<file path="config.mk">
export PLATFORM = sky130hd
export DESIGN_NAME = alu_muldiv_core
export DESIGN_NICKNAME = d
export VERILOG_FILES = /design/src/rtl/alu_defs_pkg.sv /design/src/rtl/alu_muldiv_core_seq_muldiv.sv /design/src/rtl/alu_muldiv_core.sv
export SDC_FILE = /design/constraint.sdc
export NUM_CORES = 1
export LEC_CHECK = 0
export ABC_CLOCK_PERIOD_IN_PS = 7700
export CAP_MARGIN = 20
export CORE_MARGIN = 1.5
export CORE_UTILIZATION = 55
export CTS_CLUSTER_SIZE = 25
export DETAILED_ROUTE_END_ITERATION = 12
export GPL_TIMING_DRIVEN = 0
export PLACE_DENSITY = 0.73
export REMOVE_ABC_BUFFERS = 1
export SYNTH_ARGS = -nofsm -noshare
export SYNTH_HDL_FRONTEND = slang
export SYNTH_SLANG_ARGS = --single-unit
</file>
<file path="constraint.sdc">
create_clock -name clk -period 7.7 [get_ports clk]
set_input_delay 1.155 -clock clk [delete_from_list [all_inputs] [get_ports clk]]
set_output_delay 1.155 -clock clk [all_outputs]
set_load 0.005 [all_outputs]
</file>
<file path="src/rtl/alu_defs_pkg.sv">
// Shared definitions for the R-type ALU / multiply-divide core: funct codes, engine states, op classes.
// ALU_DIVU_EN selects whether DIVU is a legal (multi-cycle) op or reported as illegal.
package alu_defs_pkg;

   localparam logic [5:0] FN_SLL   = 6'd0;
   localparam logic [5:0] FN_SRL   = 6'd2;
   localparam logic [5:0] FN_MFHI  = 6'd16;
   localparam logic [5:0] FN_MFLO  = 6'd18;
   localparam logic [5:0] FN_MULTU = 6'd25;
   localparam logic [5:0] FN_DIVU  = 6'd27;
   localparam logic [5:0] FN_ADD   = 6'd32;
   localparam logic [5:0] FN_SUB   = 6'd34;
   localparam logic [5:0] FN_AND   = 6'd36;
   localparam logic [5:0] FN_OR    = 6'd37;
   localparam logic [5:0] FN_SLT   = 6'd42;

   typedef enum logic {IDLE, RUN} engStateE;

   typedef enum logic [1:0] {OC_SINGLE, OC_MULDIV, OC_ILLEGAL} opClassE;

   function automatic opClassE opClassOf(input logic [5:0] f);
      opClassE c;
      case (f)
         FN_AND, FN_OR, FN_ADD, FN_SUB, FN_SLT,
         FN_SLL, FN_SRL, FN_MFHI, FN_MFLO: c = OC_SINGLE;
         FN_MULTU:                         c = OC_MULDIV;
`ifdef ALU_DIVU_EN
         FN_DIVU:                          c = OC_MULDIV;
`endif
         default:                          c = OC_ILLEGAL;
      endcase
      return c;
   endfunction

endpackage

</file>
<file path="src/rtl/alu_muldiv_core_seq_muldiv.sv">
// Iterative engine: one shift-add (MULTU) or restoring-subtract (DIVU) step per cycle, WIDTH steps.
// Divider datapath exists only when ALU_DIVU_EN is defined.
//
// state | meaning
// IDLE  | waiting for start; operands loaded on start
// RUN   | one iteration per cycle; cntQ counts down to 0, final step result goes out with done
module seq_muldiv
   import alu_defs_pkg::*;
#(
   parameter int WIDTH = 32,
   parameter int SHW   = 5
) (
   input  logic             clk,
   input  logic             reset,
   input  logic             start,
   input  logic             isDiv,
   input  logic [WIDTH-1:0] opA,
   input  logic [WIDTH-1:0] opB,
   output logic             busy,
   output logic             done,
   output logic [WIDTH-1:0] resHi,
   output logic [WIDTH-1:0] resLo
);

   engStateE         stateQ, stateD;
   logic [SHW-1:0]   cntQ;
   logic [WIDTH-1:0] hiQ, loQ, opBQ;
   logic             isDivQ;
   logic [WIDTH-1:0] stepHi, stepLo;
   logic [WIDTH:0]   mulSum;

   always_comb begin
      stateD = stateQ;
      case (stateQ)
         IDLE:    if (start) stateD = RUN;
         RUN:     if (cntQ == '0) stateD = IDLE;
         default: stateD = IDLE;
      endcase
   end

   assign busy = (stateQ == RUN);
   assign done = (stateQ == RUN) && (cntQ == '0);

   // hiQ is the running product high half (multiply) or partial remainder (divide)
   assign mulSum = {1'b0, hiQ} + (loQ[0] ? {1'b0, opBQ} : '0);

`ifdef ALU_DIVU_EN
   logic [WIDTH:0] divShift, divDiff;
   assign divShift = {hiQ, loQ[WIDTH-1]};
   assign divDiff  = divShift - {1'b0, opBQ};

   always_comb begin
      stepHi = mulSum[WIDTH:1];
      stepLo = {mulSum[0], loQ[WIDTH-1:1]};
      if (isDivQ) begin
         stepHi = divDiff[WIDTH] ? divShift[WIDTH-1:0] : divDiff[WIDTH-1:0];
         stepLo = {loQ[WIDTH-2:0], ~divDiff[WIDTH]};
      end
   end
`else
   logic unusedDiv;
   assign unusedDiv = isDivQ;

   always_comb begin
      stepHi = mulSum[WIDTH:1];
      stepLo = {mulSum[0], loQ[WIDTH-1:1]};
   end
`endif

   assign resHi = stepHi;
   assign resLo = stepLo;

   always_ff @(posedge clk) begin
      if (reset) begin
         stateQ <= IDLE;
         cntQ   <= '0;
         hiQ    <= '0;
         loQ    <= '0;
         opBQ   <= '0;
         isDivQ <= 1'b0;
      end else begin
         stateQ <= stateD;
         if (stateQ == IDLE && start) begin
            cntQ   <= SHW'(WIDTH - 1);
            hiQ    <= '0;
            loQ    <= opA;
            opBQ   <= opB;
            isDivQ <= isDiv;
         end else if (stateQ == RUN) begin
            cntQ <= cntQ - 1'b1;
            hiQ  <= stepHi;
            loQ  <= stepLo;
         end
      end
   end

endmodule

</file>
<file path="src/rtl/alu_muldiv_core.sv">
// R-type execute ALU: valid/ready handshake, single-cycle datapath, HI/LO registers fed by seq_muldiv.
// DIVU is legal only when ALU_DIVU_EN is defined.
module alu_muldiv_core
   import alu_defs_pkg::*;
#(
   parameter int WIDTH = 32,
   parameter int SHW   = 5
) (
   input  logic             clk,
   input  logic             reset,
   input  logic             in_valid,
   output logic             in_ready,
   input  logic [5:0]       funct,
   input  logic [WIDTH-1:0] data_a,
   input  logic [WIDTH-1:0] data_b,
   output logic             out_valid,
   output logic [WIDTH-1:0] out_data,
   output logic             illegal,
   output logic             busy
);

   logic             accept;
   opClassE          opClass;
   logic             engDone;
   logic [WIDTH-1:0] engHi, engLo;
   logic [WIDTH-1:0] hiQ, loQ;
   logic [WIDTH-1:0] aluRes;

   assign in_ready = ~busy;
   assign accept   = in_valid & in_ready;
   assign opClass  = opClassOf(funct);

   seq_muldiv #(.WIDTH(WIDTH), .SHW(SHW)) uEngine (
      .clk   (clk),
      .reset (reset),
      .start (accept && opClass == OC_MULDIV),
      .isDiv (funct == FN_DIVU),
      .opA   (data_a),
      .opB   (data_b),
      .busy  (busy),
      .done  (engDone),
      .resHi (engHi),
      .resLo (engLo)
   );

   // Illegal functs fall through to zero, which is exactly the required out_data
   always_comb begin
      aluRes = '0;
      case (funct)
         FN_AND:  aluRes = data_a & data_b;
         FN_OR:   aluRes = data_a | data_b;
         FN_ADD:  aluRes = data_a + data_b;
         FN_SUB:  aluRes = data_a - data_b;
         FN_SLT:  aluRes[0] = $signed(data_a) < $signed(data_b);
         FN_SLL:  aluRes = data_a << data_b[SHW-1:0];
         FN_SRL:  aluRes = data_a >> data_b[SHW-1:0];
         FN_MFHI: aluRes = hiQ;
         FN_MFLO: aluRes = loQ;
         default: aluRes = '0;
      endcase
   end

   always_ff @(posedge clk) begin
      if (reset) begin
         out_valid <= 1'b0;
         out_data  <= '0;
         illegal   <= 1'b0;
         hiQ       <= '0;
         loQ       <= '0;
      end else begin
         out_valid <= accept && (opClass != OC_MULDIV);
         illegal   <= accept && (opClass == OC_ILLEGAL);
         if (accept && opClass != OC_MULDIV) out_data <= aluRes;
         if (engDone) begin
            hiQ <= engHi;
            loQ <= engLo;
         end
      end
   end

endmodule

</file>
# == Yosys cells after proc, flatten, opt, wreduce, memory -nomap -nowiden ==
# Index checks and enable logic that the tools add are counted.
# classes
n_addsub,4
n_eq_ne,12
n_bitwise,4
shifts,2
mux,11
n_reduce_logical,10
n_lt_le_gt_ge,1
# ops
op,n
31-bit case mux with 8 select lines,1
32-bit two-way mux,3
32-bit by 33-bit adder with 33-bit output,1
32-bit adder,1
32-bit AND,1
32-bit less-than comparator,1
32-bit OR,1
32-bit by 5-bit left shift with 32-bit output,1
32-bit by 5-bit >> shifter with 32-bit output,1
32-bit subtractor,1
6-bit == test (second input constant),5
6-bit by 5-bit == test with 1-bit output (second input constant),3
5-bit two-way mux,2
1-bit case mux with 9 select lines,1
9-bit OR reduction,1
6-bit by 2-bit == test with 1-bit output (second input constant),1
6-bit zero test,1
1-bit logical AND,5
5-bit zero test,1
5-bit by 1-bit subtractor with 5-bit output (second input constant),1
2-bit case mux with 2 select lines,1
2-bit by 1-bit == test with 1-bit output (second input constant),1
2-bit == test (second input constant),1
1-bit two-way mux,2
other kinds (6),6
# word_totals
register_bits,200
out_inout_bits,36
inputBits,73

# == Longest topological paths before layout ==
# Gate-level depths: netlist of run 1.
# depth
ltp_word,7
ltp_mapped,16
depth_no_buf,13

# == Modules after synthesis ==
# Synthesis of run 1 repeated with hierarchy kept, for this count alone.
# unflattened
cells_unflattened,2347
area_unflattened_um2,17924.7
# by_module_without_submodules
mod,cells_each,seq_area_each_um2,area_each_um2,n_inst
alu_muldiv_core,1621,1961.9,12007.8,1
seq_muldiv,726,2042.0,5916.9,1

# == Least setup slack after synthesis of run 1 ==
# OpenSTA, ideal clock, no wires.
# synth_path
path_type,input port to flip-flop
start,input port data_b[2]
end,register out_data[24]
t_required_ns,7.568
arrival_time_ns,4.637
path_buffers,5
path_slack_ns,2.931
setup_ns,0.132
cell_stages,16
cell_sequence,buf_2 -> buf_2 -> inv_1 -> clkbuf_1 -> clkbuf_1 -> ha_1 -> clkbuf_2 -> nand2b_1 -> a221oi_1 -> nor4_1 -> o221a_4 -> o41a_1 -> or2_0 -> a22o_1 -> a221oi_2 -> nor3_1
# synth_via
elab_chain_len,2
word_cells_on_any_way,5
# synth_lines
item,line,text
"start, declared",alu_muldiv_core.sv:15,"input logic [WIDTH-1:0] data_b,"
"32-bit subtractor, or another cell as far along",alu_muldiv_core.sv:53,FN_SUB: aluRes = data_a - data_b;
31-bit case mux with 8 select lines *,alu_muldiv_core.sv:49,case (funct)
"end signal, assigned",alu_muldiv_core.sv:73,if (accept && opClass != OC_MULDIV) out_data <= aluRes;
"end, declared",alu_muldiv_core.sv:17,"output logic [WIDTH-1:0] out_data,"
# Every way passes the cells marked *; elsewhere a longest branch is shown, timed or not.
# A chain may end at the register's enable or synchronous reset.

# == Final worst setup path of run 1 ==
# layout_path
start,input port data_b[2]
end,register out_data[25]
# The elaborated chain is that of the path after synthesis.

==> out/results.ini, run 1 <==
[logic_synthesis]
syn-instance-count = 2436
yosys-top-cells-area = sky130_fd_sc_hd__dfxtp_1, sky130_fd_sc_hd__ha_1, sky130_fd_sc_hd__nand2_1
yosysTopAreaCell = sky130_fd_sc_hd__dfxtp_1
ys_async_sr_fraction_pct = 0
synth_enable_flop_cells = 0
synthesis.area_mm2 = 0.0177
seq_area_frac_synth_pct = 22.6
post_synth.cell_area_avg_um2 = 7.27
synth_cell_type_count = 82
ys_seq_elements = 200
synth.yosys.warnings = 0
synth.top_cell.area_share_pct = 22.6
most_used_flip_flop_cell_after_synthesis = sky130_fd_sc_hd__dfxtp_1

[drt]
firstDrtPassIters = 6
route.vias.total = 19400
wl_met3_um = 8680
drc_errors = 0
initialDrtViolationCount = 2314
ant_nets = 0
highest-signal-layer = met4
route.layer.met1.wl_um = 30200
routed-wl-met2_um = 29800
routed_wire_length_per_instance_um = 25.4
drt-vias-per-instance = 6.87
drt_wl_total_um = 71700

[cts]
numClockSinks = 200
cts_made_buffers = 17
cts-hold-fix-buffers = 0
cts_buffer_depth = 2
cts_resized = 0
postCtsSetupRepairBufs = 0
worst_setup_hold_path_clk_slew_ps = 80
cts_root_buf = sky130_fd_sc_hd__clkbuf_16
tritoncts = yes
clk_latency_ps = 470
htree_num_levels = 4

[grt]
grt_start_max_net_pins = 113
wire_length_of_the_first_global_routing_pass_um = 107000
grt_usage_pct = 42.2
grt_antenna_before_repair = 3
grt_overflow = 0
first_global_vias = 17700

[cells_and_area]
most-common-layout-cells = sky130_fd_sc_hd__nand2_1, sky130_fd_sc_hd__a21oi_1, sky130_fd_sc_hd__dfxtp_1, sky130_fd_sc_hd__nor2_1, sky130_fd_sc_hd__o21ai_0
multi_input_comb_area_mm2 = 0.0127
final_nets = 2617
final_common_cell = sky130_fd_sc_hd__nand2_1
fillerInstances = 2901
layout-area-overhead-vs-synth_pct = 11.0
regArea_mm2 = 0.00401
layout-drive-gt1-share_pct = 5.62

[timing]
timing.clock.skew_ps = 18.4
tightest_slew_ps = 1190
finalHoldWorstSlack_ps = 453
period_share_pct = 84.7
drv_slew = 0
setup_total_negative_slack_ps = 0
worst_slew_margin_rel_pct = 20.0
final.min_clock_period_ps = 6520
setup_ws_ps = 1180
finalSetupViolCount = 0
timing.final.hold_violations = 0
maxClockFrequency_mhz = 153
rsz_0062_raised_after_global_routing = no

[place]
numPortBuffers = 108
hpwlAfterDp_um = 54100
replace_congestion = 1.01
detailedPlace.worstSlack_ps = 946

[floorplan]
die_height_um = 182
start_util_pct = 56.0
coreArea_mm2 = 0.0316
floorplan.io_pins = 109
floorplan.die.width_um = 182
die-area_mm2 = 0.0333
core.rowCount = 65

[job]
timing.max_cap.violations = 0

[pwr]
power.leakage_nw = 7.61
maximum_vdd_drop_mv = 0.167
power-per-cell-area_mw_per_mm2 = 138

[hold_path]
min-delay-path-class = register to register

[setup_path]
worstPathMaxFanout = 83
worst-setup-path-type = primary input to register
worstSetupEndpointType = register
worstSetupStartpointType = primary input
cp.required_ps = 8120
arrival_ps = 6940

[outcome]
outcome = completed

[per-stage QoR]
step / instances / area [um2] / power, W / utilization, %
2_1_floorplan: 2258 / 17000 / 0.00146 / -
3_3_place_gp: 2768 / 18600 / 0.00175 / 58.8
3_5_place_dp: 2789 / 19000 / 0.00175 / 60.1
4_1_cts: 2820 / 19600 / 0.00270 / 62.1
5_1_grt: 2821 / 19700 / 0.00281 / 62.1
6_report: 2823 / 19700 / 0.00272 / 62.2
[cell usage after synthesis (8+ instances only)]
library cell / n
sky130_fd_sc_hd__a22oi_1: 60
sky130_fd_sc_hd__nor2b_1: 19
sky130_fd_sc_hd__o221ai_1: 10
sky130_fd_sc_hd__mux2_2: 20
sky130_fd_sc_hd__a221oi_1: 27
sky130_fd_sc_hd__and2_1: 39
sky130_fd_sc_hd__a31oi_1: 20
sky130_fd_sc_hd__nor4_1: 17
sky130_fd_sc_hd__a21oi_1: 281
sky130_fd_sc_hd__o21ai_0: 139
sky130_fd_sc_hd__clkbuf_1: 132
sky130_fd_sc_hd__or3_1: 16
sky130_fd_sc_hd__xnor2_1: 24
sky130_fd_sc_hd__ha_1: 134
sky130_fd_sc_hd__inv_1: 108
sky130_fd_sc_hd__nor3_1: 52
sky130_fd_sc_hd__mux2i_1: 81
sky130_fd_sc_hd__dfxtp_1: 200
sky130_fd_sc_hd__a211o_1: 10
sky130_fd_sc_hd__nand2b_1: 22
sky130_fd_sc_hd__nand3_1: 64
sky130_fd_sc_hd__o211ai_1: 31
sky130_fd_sc_hd__o22ai_1: 13
sky130_fd_sc_hd__o311ai_0: 9
sky130_fd_sc_hd__o21a_1: 13
sky130_fd_sc_hd__o31ai_1: 9
sky130_fd_sc_hd__a21o_1: 34
sky130_fd_sc_hd__mux4_2: 22
sky130_fd_sc_hd__a311oi_1: 8
sky130_fd_sc_hd__a221o_1: 14
sky130_fd_sc_hd__nand4_1: 9
sky130_fd_sc_hd__o21bai_1: 17
sky130_fd_sc_hd__buf_1: 24
sky130_fd_sc_hd__buf_2: 20
sky130_fd_sc_hd__and3_1: 12
sky130_fd_sc_hd__o2111ai_1: 12
sky130_fd_sc_hd__a211oi_1: 41
sky130_fd_sc_hd__a22o_1: 10
sky130_fd_sc_hd__nand2_1: 389
sky130_fd_sc_hd__nor2_1: 170
[state kept, by name, indices dropped and copies added, names as in the netlist]
register	flops
out_valid	1
hiQ	32
uEngine.busy	1
uEngine.opBQ	32
loQ	32
illegal	1
out_data	32
uEngine.loQ	32
uEngine.cntQ	5
uEngine.hiQ	32
[critical path, cell delays in order]
cell,delay [ps]
sky130_fd_sc_hd__buf_4,710
sky130_fd_sc_hd__inv_1,640
sky130_fd_sc_hd__ha_1,620
sky130_fd_sc_hd__nand3_1,160
sky130_fd_sc_hd__a21oi_1,350
sky130_fd_sc_hd__o21ai_0,330
sky130_fd_sc_hd__o41ai_1,1010
sky130_fd_sc_hd__a41oi_1,500
sky130_fd_sc_hd__a21oi_1,700
sky130_fd_sc_hd__a31oi_1,210
sky130_fd_sc_hd__nor4b_1,330
sky130_fd_sc_hd__a221o_1,160
[final timing paths]
| path | start | to | slack, ps | depth (start not counted) |
|---|---|---|---|---|
| min reg2reg | uEngine.opBQ[22] | uEngine.opBQ[22] | 450 | 2 |
| max reg2reg | uEngine.loQ[0] | hiQ[31] | 3120 | 12 |
| max | data_b[2] | out_data[25] | 1180 | 12 |
| min | uEngine.opBQ[22] | uEngine.opBQ[22] | 450 | 2 |
[layer usage]
metal,GRT usage (%),vias to the layer above
met1,58.0,9212
met3,12.1,181
met4,17.8,0
met2,61.6,1205
li1,-,8804
met5,0,-
[cell type report]
cell class / instances / share of cell area [%]
tap: 402 / 2.56
timing repair buffer: 130 / 7.50
inverter: 111 / 2.12
sequential: 200 / 20.4
antenna: 2 / 0.0255
multi-input combinational: 1947 / 64.4
clock buffer: 19 / 2.31
clock inverter: 12 / 0.757
[power by group]
part	total (W)	internal [W]	switching (W)	leakage, nW
Combinational	0.000723	0.000249	0.000474	5.70
Clock	0.000954	0.000482	0.000473	0.295
Sequential	0.00104	0.00104	0.00000411	1.61
Total	0.00272	0.00177	0.000951	7.61
[cell families after synthesis]
family                   Yosys count  share of synthesized area, %
AO/OA/AOI/OAI                    814                          29.7
XOR/XNOR                          31                          1.53
adder cells (fa/ha/maj)          137                          9.80
buffers and inverters            289                          6.31
flip-flops                       200                          22.6
multiplexers                     123                          8.64
AND/OR/NAND/NOR                  842                          21.4
(Power assumes the default switching activity.)
==> run 2, diff against run 1 <==
--- a/config.mk
+++ b/config.mk
@@ -5,7 +5,7 @@
 export SDC_FILE = /design/constraint.sdc
 export NUM_CORES = 1
 export LEC_CHECK = 0
-export ABC_CLOCK_PERIOD_IN_PS = 7700
+export ABC_CLOCK_PERIOD_IN_PS = 6700
 export CAP_MARGIN = 20
 export CORE_MARGIN = 1.5
 export CORE_UTILIZATION = 55
==> constraint.sdc (replaced) <==
create_clock -name clk -period 6.7 [get_ports clk]
set_input_delay 1.005 -clock clk [delete_from_list [all_inputs] [get_ports clk]]
set_output_delay 1.005 -clock clk [all_outputs]
set_load 0.005 [all_outputs]
==> results of run 2 <==
The final DEF is identical to that of run 1. Status: completed.
Main changes from that run: setup slack after placement 946 ps -> 96.2 ps; setup slack after layout 1180 ps -> 331 ps; register-to-register setup slack 3120 ps -> 2120 ps; total power 0.00272 W -> 0.00313 W; worst IR drop on VDD 0.167 mV -> 0.192 mV
